[src/rtl/io_clk_pkg.sv]
// ---------------------------------------------------------------------------
// io_clk_pkg
// Shared definitions for the clock divider bank: the per-channel mode
// encoding carried in the top two bits of every configuration word, and a
// small helper used when deciding whether a channel produces strobes.
// ---------------------------------------------------------------------------
package io_clk_pkg;

    localparam int MODE_W = 2;

    typedef enum logic [MODE_W-1:0] {
        MODE_OFF     = 2'b00,
        MODE_TOGGLE  = 2'b01,
        MODE_STROBE  = 2'b10,
        MODE_ONESHOT = 2'b11
    } divMode_e;

    // Both periodic and single-shot modes report an elapsed period on
    // div_strobe; only the toggle mode drives the level output.
    function automatic logic emitsStrobe(input divMode_e mode);
        return (mode == MODE_STROBE) || (mode == MODE_ONESHOT);
    endfunction

endpackage

[src/rtl/io_clk_divider_channel.sv]
// ---------------------------------------------------------------------------
// io_clk_divider_channel
// One divider channel: a shadow configuration register written by the bank,
// the active configuration that drives the counter, and the registered
// div_clk / div_strobe / pending outputs.
//
// Ports
//   i_sysClk      system clock
//   i_syncRst     synchronous active-high reset (ignores i_clkEn)
//   i_clkEn       advance enable; all state holds while low
//   i_syncStart   phase-align request shared by every channel
//   i_write       write strobe for this channel's shadow register
//   i_writeData   {mode[1:0], divisor} to load into the shadow
//   o_active      active configuration (only with IO_CLK_DIV_READBACK_EN)
//   o_divClk      toggle-mode level output
//   o_divStrobe   one-cycle pulse after each elapsed period
//   o_pending     shadow holds a configuration not yet applied
// ---------------------------------------------------------------------------
module io_clk_divider_channel
    import io_clk_pkg::*;
#(
    parameter int DIV_WIDTH = 14
)
(
    input  logic                   i_sysClk,
    input  logic                   i_syncRst,
    input  logic                   i_clkEn,
    input  logic                   i_syncStart,
    input  logic                   i_write,
    input  logic [DIV_WIDTH+1:0]   i_writeData,
`ifdef IO_CLK_DIV_READBACK_EN
    output logic [DIV_WIDTH+1:0]   o_active,
`endif
    output logic                   o_divClk,
    output logic                   o_divStrobe,
    output logic                   o_pending
);

    logic [DIV_WIDTH+1:0] r_shadow;
    logic [DIV_WIDTH+1:0] r_active;
    logic [DIV_WIDTH-1:0] r_counter;
    logic                 r_divClk;
    logic                 r_divStrobe;
    logic                 r_pending;

    divMode_e             w_activeMode;
    divMode_e             w_shadowMode;
    logic [DIV_WIDTH-1:0] w_divisor;
    logic                 w_elapsed;
    logic                 w_apply;

    // Decode the active and shadow configurations and decide what happens
    // on this enabled cycle. sync_start suppresses the elapsed event so a
    // phase-align never also produces a strobe or a toggle. The shadow is
    // applied whenever the channel is idle, at a period boundary, or on a
    // phase-align, so a running output is never cut short mid-period.
    always_comb begin
        w_activeMode = divMode_e'(r_active[DIV_WIDTH +: MODE_W]);
        w_shadowMode = divMode_e'(r_shadow[DIV_WIDTH +: MODE_W]);
        w_divisor    = r_active[DIV_WIDTH-1:0];
        w_elapsed    = i_clkEn && !i_syncStart && (w_activeMode != MODE_OFF)
                       && (r_counter == w_divisor);
        w_apply      = i_clkEn && r_pending
                       && (i_syncStart || (w_activeMode == MODE_OFF) || w_elapsed);
    end

    // Channel state. A write landing in an apply cycle refills the shadow
    // (pending stays set) while the previous shadow becomes active. On
    // apply, div_clk keeps its phase only for a toggle-to-toggle change so
    // a mode switch can never leave a runt high phase behind.
    always_ff @(posedge i_sysClk) begin
        if (i_syncRst) begin
            r_shadow    <= '0;
            r_active    <= '0;
            r_counter   <= '0;
            r_divClk    <= 1'b0;
            r_divStrobe <= 1'b0;
            r_pending   <= 1'b0;
        end else if (i_clkEn) begin
            if (i_write) begin
                r_shadow  <= i_writeData;
                r_pending <= 1'b1;
            end else if (w_apply) begin
                r_pending <= 1'b0;
            end

            if (w_apply) begin
                r_active <= r_shadow;
            end else if (w_elapsed && (w_activeMode == MODE_ONESHOT)) begin
                r_active[DIV_WIDTH +: MODE_W] <= MODE_OFF;
            end

            if (i_syncStart || w_apply || w_elapsed || (w_activeMode == MODE_OFF)) begin
                r_counter <= '0;
            end else begin
                r_counter <= r_counter + 1'b1;
            end

            if (i_syncStart) begin
                r_divClk <= 1'b0;
            end else if (w_apply) begin
                r_divClk <= ((w_activeMode == MODE_TOGGLE) && (w_shadowMode == MODE_TOGGLE))
                            ? ~r_divClk : 1'b0;
            end else if (w_activeMode == MODE_TOGGLE) begin
                r_divClk <= r_divClk ^ w_elapsed;
            end else begin
                r_divClk <= 1'b0;
            end

            r_divStrobe <= w_elapsed && emitsStrobe(w_activeMode);
        end
    end

`ifdef IO_CLK_DIV_READBACK_EN
    assign o_active    = r_active;
`endif
    assign o_divClk    = r_divClk;
    assign o_divStrobe = r_divStrobe;
    assign o_pending   = r_pending;

endmodule

[src/rtl/io_clk_divider_bank.sv]
// ---------------------------------------------------------------------------
// io_clk_divider_bank
// A bank of CHANNELS independent programmable dividers sharing one clock.
// This level decodes configuration writes to a channel, fans sync_start
// out to every channel and, when IO_CLK_DIV_READBACK_EN is defined, muxes
// the selected channel's active configuration onto cfg_read_data (tied to
// zero otherwise).
//
// Ports
//   sys_clk          the only clock
//   sync_rst         synchronous active-high reset
//   clk_en           global advance / write-accept enable
//   cfg_write_en     write cfg_data into the selected channel's shadow
//   cfg_channel_sel  channel select for writes and readback
//   cfg_data         {mode[1:0], divisor}
//   sync_start       phase-align all channels
//   cfg_read_data    active configuration of the selected channel
//   div_clk          per-channel toggle outputs
//   div_strobe       per-channel one-cycle pulses
//   cfg_pending      per-channel shadow-not-yet-applied flags
// ---------------------------------------------------------------------------
module io_clk_divider_bank
    import io_clk_pkg::*;
#(
    parameter  int CHANNELS  = 4,
    parameter  int DIV_WIDTH = 14,
    localparam int SEL_W     = (CHANNELS > 1) ? $clog2(CHANNELS) : 1,
    localparam int CFG_W     = DIV_WIDTH + MODE_W
)
(
    input  logic                sys_clk,
    input  logic                sync_rst,
    input  logic                clk_en,
    input  logic                cfg_write_en,
    input  logic [SEL_W-1:0]    cfg_channel_sel,
    input  logic [CFG_W-1:0]    cfg_data,
    input  logic                sync_start,
    output logic [CFG_W-1:0]    cfg_read_data,
    output logic [CHANNELS-1:0] div_clk,
    output logic [CHANNELS-1:0] div_strobe,
    output logic [CHANNELS-1:0] cfg_pending
);

    logic [CHANNELS-1:0] w_chanWrite;
`ifdef IO_CLK_DIV_READBACK_EN
    logic [CFG_W-1:0]    w_active [CHANNELS];
`endif

    // One channel per generate iteration; a select value beyond the last
    // channel matches no iteration, so such writes are simply dropped.
    for (genvar g = 0; g < CHANNELS; g++) begin : gen_chan
        assign w_chanWrite[g] = cfg_write_en && (cfg_channel_sel == SEL_W'(g));

        io_clk_divider_channel #(
            .DIV_WIDTH (DIV_WIDTH)
        ) u_chan (
            .i_sysClk    (sys_clk),
            .i_syncRst   (sync_rst),
            .i_clkEn     (clk_en),
            .i_syncStart (sync_start),
            .i_write     (w_chanWrite[g]),
            .i_writeData (cfg_data),
`ifdef IO_CLK_DIV_READBACK_EN
            .o_active    (w_active[g]),
`endif
            .o_divClk    (div_clk[g]),
            .o_divStrobe (div_strobe[g]),
            .o_pending   (cfg_pending[g])
        );
    end

`ifdef IO_CLK_DIV_READBACK_EN
    // Combinational readback of the active configuration; an out-of-range
    // select finds no matching channel and reads as zero.
    always_comb begin
        cfg_read_data = '0;
        for (int i = 0; i < CHANNELS; i++) begin
            if (cfg_channel_sel == SEL_W'(i)) begin
                cfg_read_data = w_active[i];
            end
        end
    end
`else
    assign cfg_read_data = '0;
`endif

endmodule

[config.mk]
export PLATFORM = sky130hd
export DESIGN_NAME = io_clk_divider_bank
export DESIGN_NICKNAME = d
export VERILOG_FILES = /design/src/rtl/io_clk_pkg.sv /design/src/rtl/io_clk_divider_channel.sv /design/src/rtl/io_clk_divider_bank.sv
export SDC_FILE = /design/constraint.sdc
export NUM_CORES = 1
export LEC_CHECK = 0
export CAP_MARGIN = 15
export CORE_ASPECT_RATIO = 1.4
export CORE_MARGIN = 4
export CORE_UTILIZATION = 40
export CTS_BUF_LIST = sky130_fd_sc_hd__clkbuf_4 sky130_fd_sc_hd__clkbuf_8 sky130_fd_sc_hd__clkbuf_16
export CTS_CLUSTER_SIZE = 40
export DETAILED_ROUTE_END_ITERATION = 8
export MAX_ROUTING_LAYER = met4
export SETUP_SLACK_MARGIN = 0.5
export SLEW_MARGIN = 20
export SYNTH_ARGS = -nofsm -noshare
export SYNTH_HDL_FRONTEND = slang
export SYNTH_HIERARCHICAL = 1
export SYNTH_SLANG_ARGS = --single-unit
[constraint.sdc]
create_clock -name sys_clk -period 3.9 [get_ports sys_clk]
set_input_delay 0.975 -clock sys_clk [delete_from_list [all_inputs] [get_ports sys_clk]]
set_output_delay 0.975 -clock sys_clk [all_outputs]
set_load 0.01 [all_outputs]
======== Word level (Yosys, flattened, before mapping) ========
Index checks and enable logic that the tools add are counted.
word-level totals
  register bits after elaboration ......... 196
cells by class
  eq/ne operators ......................... 23
  bitwise gates (word level) .............. 8
  reductions and logical operators ........ 91
  $add $sub $neg .......................... 4
  muxes and demuxes ....................... 36
operators by type and width
  cell                                                                    number
  14-bit by 1-bit adder with 14-bit output (second input constant)        4
  14-bit equality test                                                    4
  14-bit 2-to-1 mux                                                       4
  1-bit logical AND                                                       33
  2-bit AND reduction                                                     16
  1-bit logical OR                                                        24
  1-bit 2-to-1 mux                                                        24
  2-bit nonzero test                                                      12
  2-bit equality test (second input constant)                             10
  2-bit by 1-bit equality test with 1-bit output (second input constant)  9
  2-bit 2-to-1 mux                                                        8
  2-bit zero test                                                         5
  1-bit inverter                                                          4
  1-bit XOR                                                               4
  1-bit zero test                                                         1

======== Longest topological paths before layout ========
  depth after elaboration ................. 10
  mapped depth ............................ 7
  gate-level depth less buffers ........... 5

======== By module ========
The synthesis kept the hierarchy.
modules (own cells, without submodules)
  module                  area each (um^2)  cells an instance  seq. area each (um^2)  times used
  io_clk_divider_channel  2,239.6           254                980.9                  4
  io_clk_divider_bank     161.4             21                 0.0                    1

======== Least setup slack after synthesis ========
OpenSTA, ideal clock, no wires.
  path type ............................... input-to-reg
  from .................................... input port sync_start
  to ...................................... register gen_chan[0].u_chan.r_active[10]
  path buffers ............................ 2
  path slack .............................. 1.535 ns
  data required time ...................... 3.828 ns
  setup time .............................. 0.072 ns
  stages .................................. 7
  arrival time ............................ 2.293 ns
  cell sequence ........................... o21bai_1 > nor4_1 > nand4_2 > a21boi_2 > buf_6 > buf_12 > mux2i_1
between the ends
  cells in the longest elaborated chain, start to end .. 7
  elaborated cells on any way between the ends .. 8
RTL lines
  item                                    RTL line                      source
  start, declared                         io_clk_divider_bank.sv:37     input logic sync_start,
  1-bit zero test                         io_clk_divider_channel.sv:61  w_elapsed = i_clkEn && !i_syncStart && (w_activeMode != MODE_OFF)
  1-bit logical AND (2 in a row)          io_clk_divider_channel.sv:61
  1-bit logical AND                       io_clk_divider_channel.sv:62  && (r_counter == w_divisor);
  1-bit logical OR *                      io_clk_divider_channel.sv:64  && (i_syncStart || (w_activeMode == MODE_OFF) || w_elapsed);
  1-bit logical AND *                     io_clk_divider_channel.sv:64
  2-bit AND reduction (no source line) *  --
  end signal, assigned                    io_clk_divider_channel.sv:88  r_active <= r_shadow;
  end, declared                           io_clk_divider_channel.sv:40  logic [DIV_WIDTH+1:0] r_active;
Mark *: on every way between the ends. The rest lies on a longest branch, timed or not.
A chain may end at the register's enable or synchronous reset.

======== Final worst setup path ========
  from .................................... input port sync_start
  to ...................................... register gen_chan[3].u_chan.r_active[0]
between the ends
  cells in the longest elaborated chain, start to end .. 7
  elaborated cells on any way between the ends .. 8
RTL lines
  item                                    RTL line
  1-bit zero test                         io_clk_divider_channel.sv:61
  1-bit logical AND (2 in a row)          io_clk_divider_channel.sv:61
  1-bit logical AND                       io_clk_divider_channel.sv:62
  1-bit logical OR *                      io_clk_divider_channel.sv:64
  1-bit logical AND *                     io_clk_divider_channel.sv:64
  2-bit AND reduction (no source line) *  --
  end signal, assigned                    io_clk_divider_channel.sv:88
  end, declared                           io_clk_divider_channel.sv:40
Marked as above.

==> flow_metrics.tcl <==
set metrics [dict create \
    grt_pass1_vias 6567 \
    hp-class "reg -> reg" \
    avgSynthCellArea_um2 8.79 \
    worst_slack_ps 1080 \
    ir_worst_vdd_v 0.000314 \
    antenna_cells 0 \
    synth_top_family_by_area "simple AND/OR/NAND/NOR gates" \
    die_h_um 187 \
    ant_nets 0 \
    drv_cap 0 \
    worstPathArrival_ps 3180 \
    synth_edf_count 0 \
    cts.root.buffer_cell "clkbuf_16" \
    power_switching_uw 922 \
    drc 0 \
    synthArstFlopShare_pct 0 \
    worst_ep_required_time_ps 4260 \
    fmax_ghz 0.355 \
    grt_pass1_wl_um 32900 \
    drive_gt1_share_pct 5.92 \
    yosys-mux-area-fraction_pct 7.90 \
    core.rowCount 65 \
    detail_route.wl_per_cell_um 14.3 \
    min_period_ps 2820 \
    numCtsBuffers 17 \
    clock_path_buffers 2 \
    ys_seq_area_share_pct 43.0 \
    drtPass1Iterations 4 \
    vias_per_cell 4.86 \
    p_seq_share_pct 50.7 \
    cts_resized 0 \
    ys_ff_latch 196 \
    grt-busiest-layer "met2" \
    clk-insertion-delay-late_ps 430 \
    grt_max_degree 84 \
    grt_use_total_pct 16.5 \
    final_max_slew_viol_count 0 \
    power.share.switching_pct 23.0 \
    crit_type "in -> reg" \
    dpl.hpwl_um 13500 \
    yosys_warnings 6 \
    drt_iter0_markers 436 \
    p_comb_share_pct 4.8 \
    hold_depth 2 \
    yosys.area_share.simple_pct 26.6 \
    vias 6643 \
    post-place-ws_ps 628 \
    initial_core_util_pct 40.5 \
    routed_wirelength_um 19500 \
    grt-ovfl-total 0 \
    synthCells 1037 \
    end_kind "flip-flop" \
    place_congestion 0.811 \
    setup_tns_ps 0 \
    die-area_mm2 0.0253 \
    cp_max_fo 13 \
    die_x_um 136 \
    cts_sinks 196 \
    nNetsFinal 1079 \
    hold_buffers 0 \
    antenna_found_initial 0 \
    syn_to_final_growth_pct 11.5 \
    grtUsageMet3_pct 3.16 \
    ys.flop_type "dfxtp_1" \
    rsz0062_at_grt "no" \
    reg2reg_depth 6 \
    slew_headroom_pct 57.5 \
    cp-start-kind "input port" \
    io-pin-count 51 \
    netlist_area_mm2 0.00912 \
    synth_compound_area_share_pct 5.98 \
    htree_levels 4 \
    synth_xor_area_share_pct 10.4 \
    grt.met1_usage_pct 20.4 \
    powerDensity_mw_per_mm2 394 \
    finalSetupViolations 0 \
    power_leakage_nw 3.58 \
    use_met2_pct 27.5 \
    cts_setup_buffers 0 \
    p_clk_share_pct 44.4 \
    cts_tree "built" \
    hold_viol_final 0 \
    io_buffers 34 \
    p_int_mw 3.08 \
    clkTransAtPathRegs_ps 70 \
    ys_types 37 \
    status "completed" \
    final.setup_skew_ps 11.5 \
    finalCritPeriodShare_pct 72.3 \
    tightest_slew_ps 636 \
    synthAdderAreaFrac_pct 0.549 \
    coreArea_mm2 0.0225 \
]
==> metrics by stage <==
stage               power [mW]  cell area [um2]  utilization [%]  instances  hold WS (ps)
finish                    4.01            10200             45.1       1366           455
global route              4.16            10200             45.1       1366           474
CTS                       4.06            10200             45.1       1366           457
detailed placement        2.28             9570             42.5       1334           447
global placement          2.27             9570             42.5       1334           443
floorplan                 2.21             9180                -       1052           437
==> cells in the final DEF (no fill, tap or decap), types with 2 or more instances in the layout <==
cell type / count
a2111oi_0: 4
a21boi_2: 4
a21oi_1: 72
and2_1: 4
and3_1: 8
and3b_1: 2
and4_2: 4
buf_12: 3
buf_4: 9
bufinv_16: 2
clkbuf_16: 17
clkbuf_4: 2
clkdlybuf4s50_1: 32
clkinv_4: 4
clkinvlp_4: 3
conb_1: 16
dfxtp_1: 196
ha_1: 4
inv_1: 16
inv_6: 2
mux2i_1: 72
nand2_1: 164
nand2b_1: 120
nand3_1: 16
nand3b_1: 8
nand4_1: 12
nand4_2: 4
nor2_1: 88
nor2b_1: 8
nor3_1: 8
nor4_1: 28
nor4_2: 4
o21ai_0: 8
o21bai_1: 4
o2bb2ai_1: 4
xnor2_1: 44
xor2_1: 64
==> sequential cells by signal, summed over array words and instances (netlist names) <==
register                     cells
gen_chan.u_chan/r_counter       56
gen_chan.u_chan/o_divClk         4
gen_chan.u_chan/r_shadow        64
gen_chan.u_chan/r_active        64
gen_chan.u_chan/o_divStrobe      4
gen_chan.u_chan/o_pending        4
==> critical path, stage by stage <==
cell             delay [ps]
clkdlybuf4s50_1         400
buf_4                   190
o21bai_1                210
nor4_1                  330
nand4_2                 260
a21boi_2                420
buf_12                  210
mux2i_1                 180
==> path summary, 6_finish.rpt <==
check                                         to                             from  slack [ps]
setup / recovery  gen_chan[3].u_chan/r_active[0]                       sync_start        1080
hold / removal    gen_chan[3].u_chan/r_shadow[7]   gen_chan[3].u_chan/r_shadow[7]         460
setup reg to reg  gen_chan[3].u_chan/r_active[0]  gen_chan[3].u_chan/r_counter[5]        1850
hold reg to reg   gen_chan[3].u_chan/r_shadow[7]   gen_chan[3].u_chan/r_shadow[7]         460
==> routing by layer <==
layer	wire (um)	up-vias
li1	-	3430
met1	8810	3114
met2	9710	83
met3	748	16
met4	244	0
met5	0	-
==> power by group through the flow <==
stage / Combinational [mW] / Sequential, mW / Clock, mW
after floorplan: 0.137 / 2.08 / 0
after global placement: 0.195 / 2.08 / 0
after detailed placement: 0.195 / 2.08 / 0
after CTS: 0.196 / 2.03 / 1.83
after global routing: 0.214 / 2.04 / 1.92
final: 0.194 / 2.03 / 1.78
==> logic make-up after synthesis <==
group / count (synthesis)
xor+xnor: 108
buf+inv: 80
simple gates: 480
mux: 72
other cells: 1
fa+ha+maj: 4
flops: 196
compound gates: 96
==> area by class of cell <==
cell class	instances	area (um2)
clock buffers	20	454
clock inverters	12	146
fillers	2236	12400
inverters	16	60.1
multi-input cells	776	4750
flip-flops and latches	196	3920
well taps	301	377
repair buffers	45	453
==> synth_stat cells (all sizes together) (16+ instances only) <==
cell	instances	area [um2]
a21oi	72	360
buf	32	280
clkbuf	32	160
dfxtp	196	3920
inv	16	60.1
mux2i	72	721
nand2	164	616
nand2b	120	751
nand3	16	80.1
nand4	16	125
nor2	88	330
nor4	32	225
xnor2	44	385
xor2	64	561
Note: power is estimated with default switching activity, not from simulation.
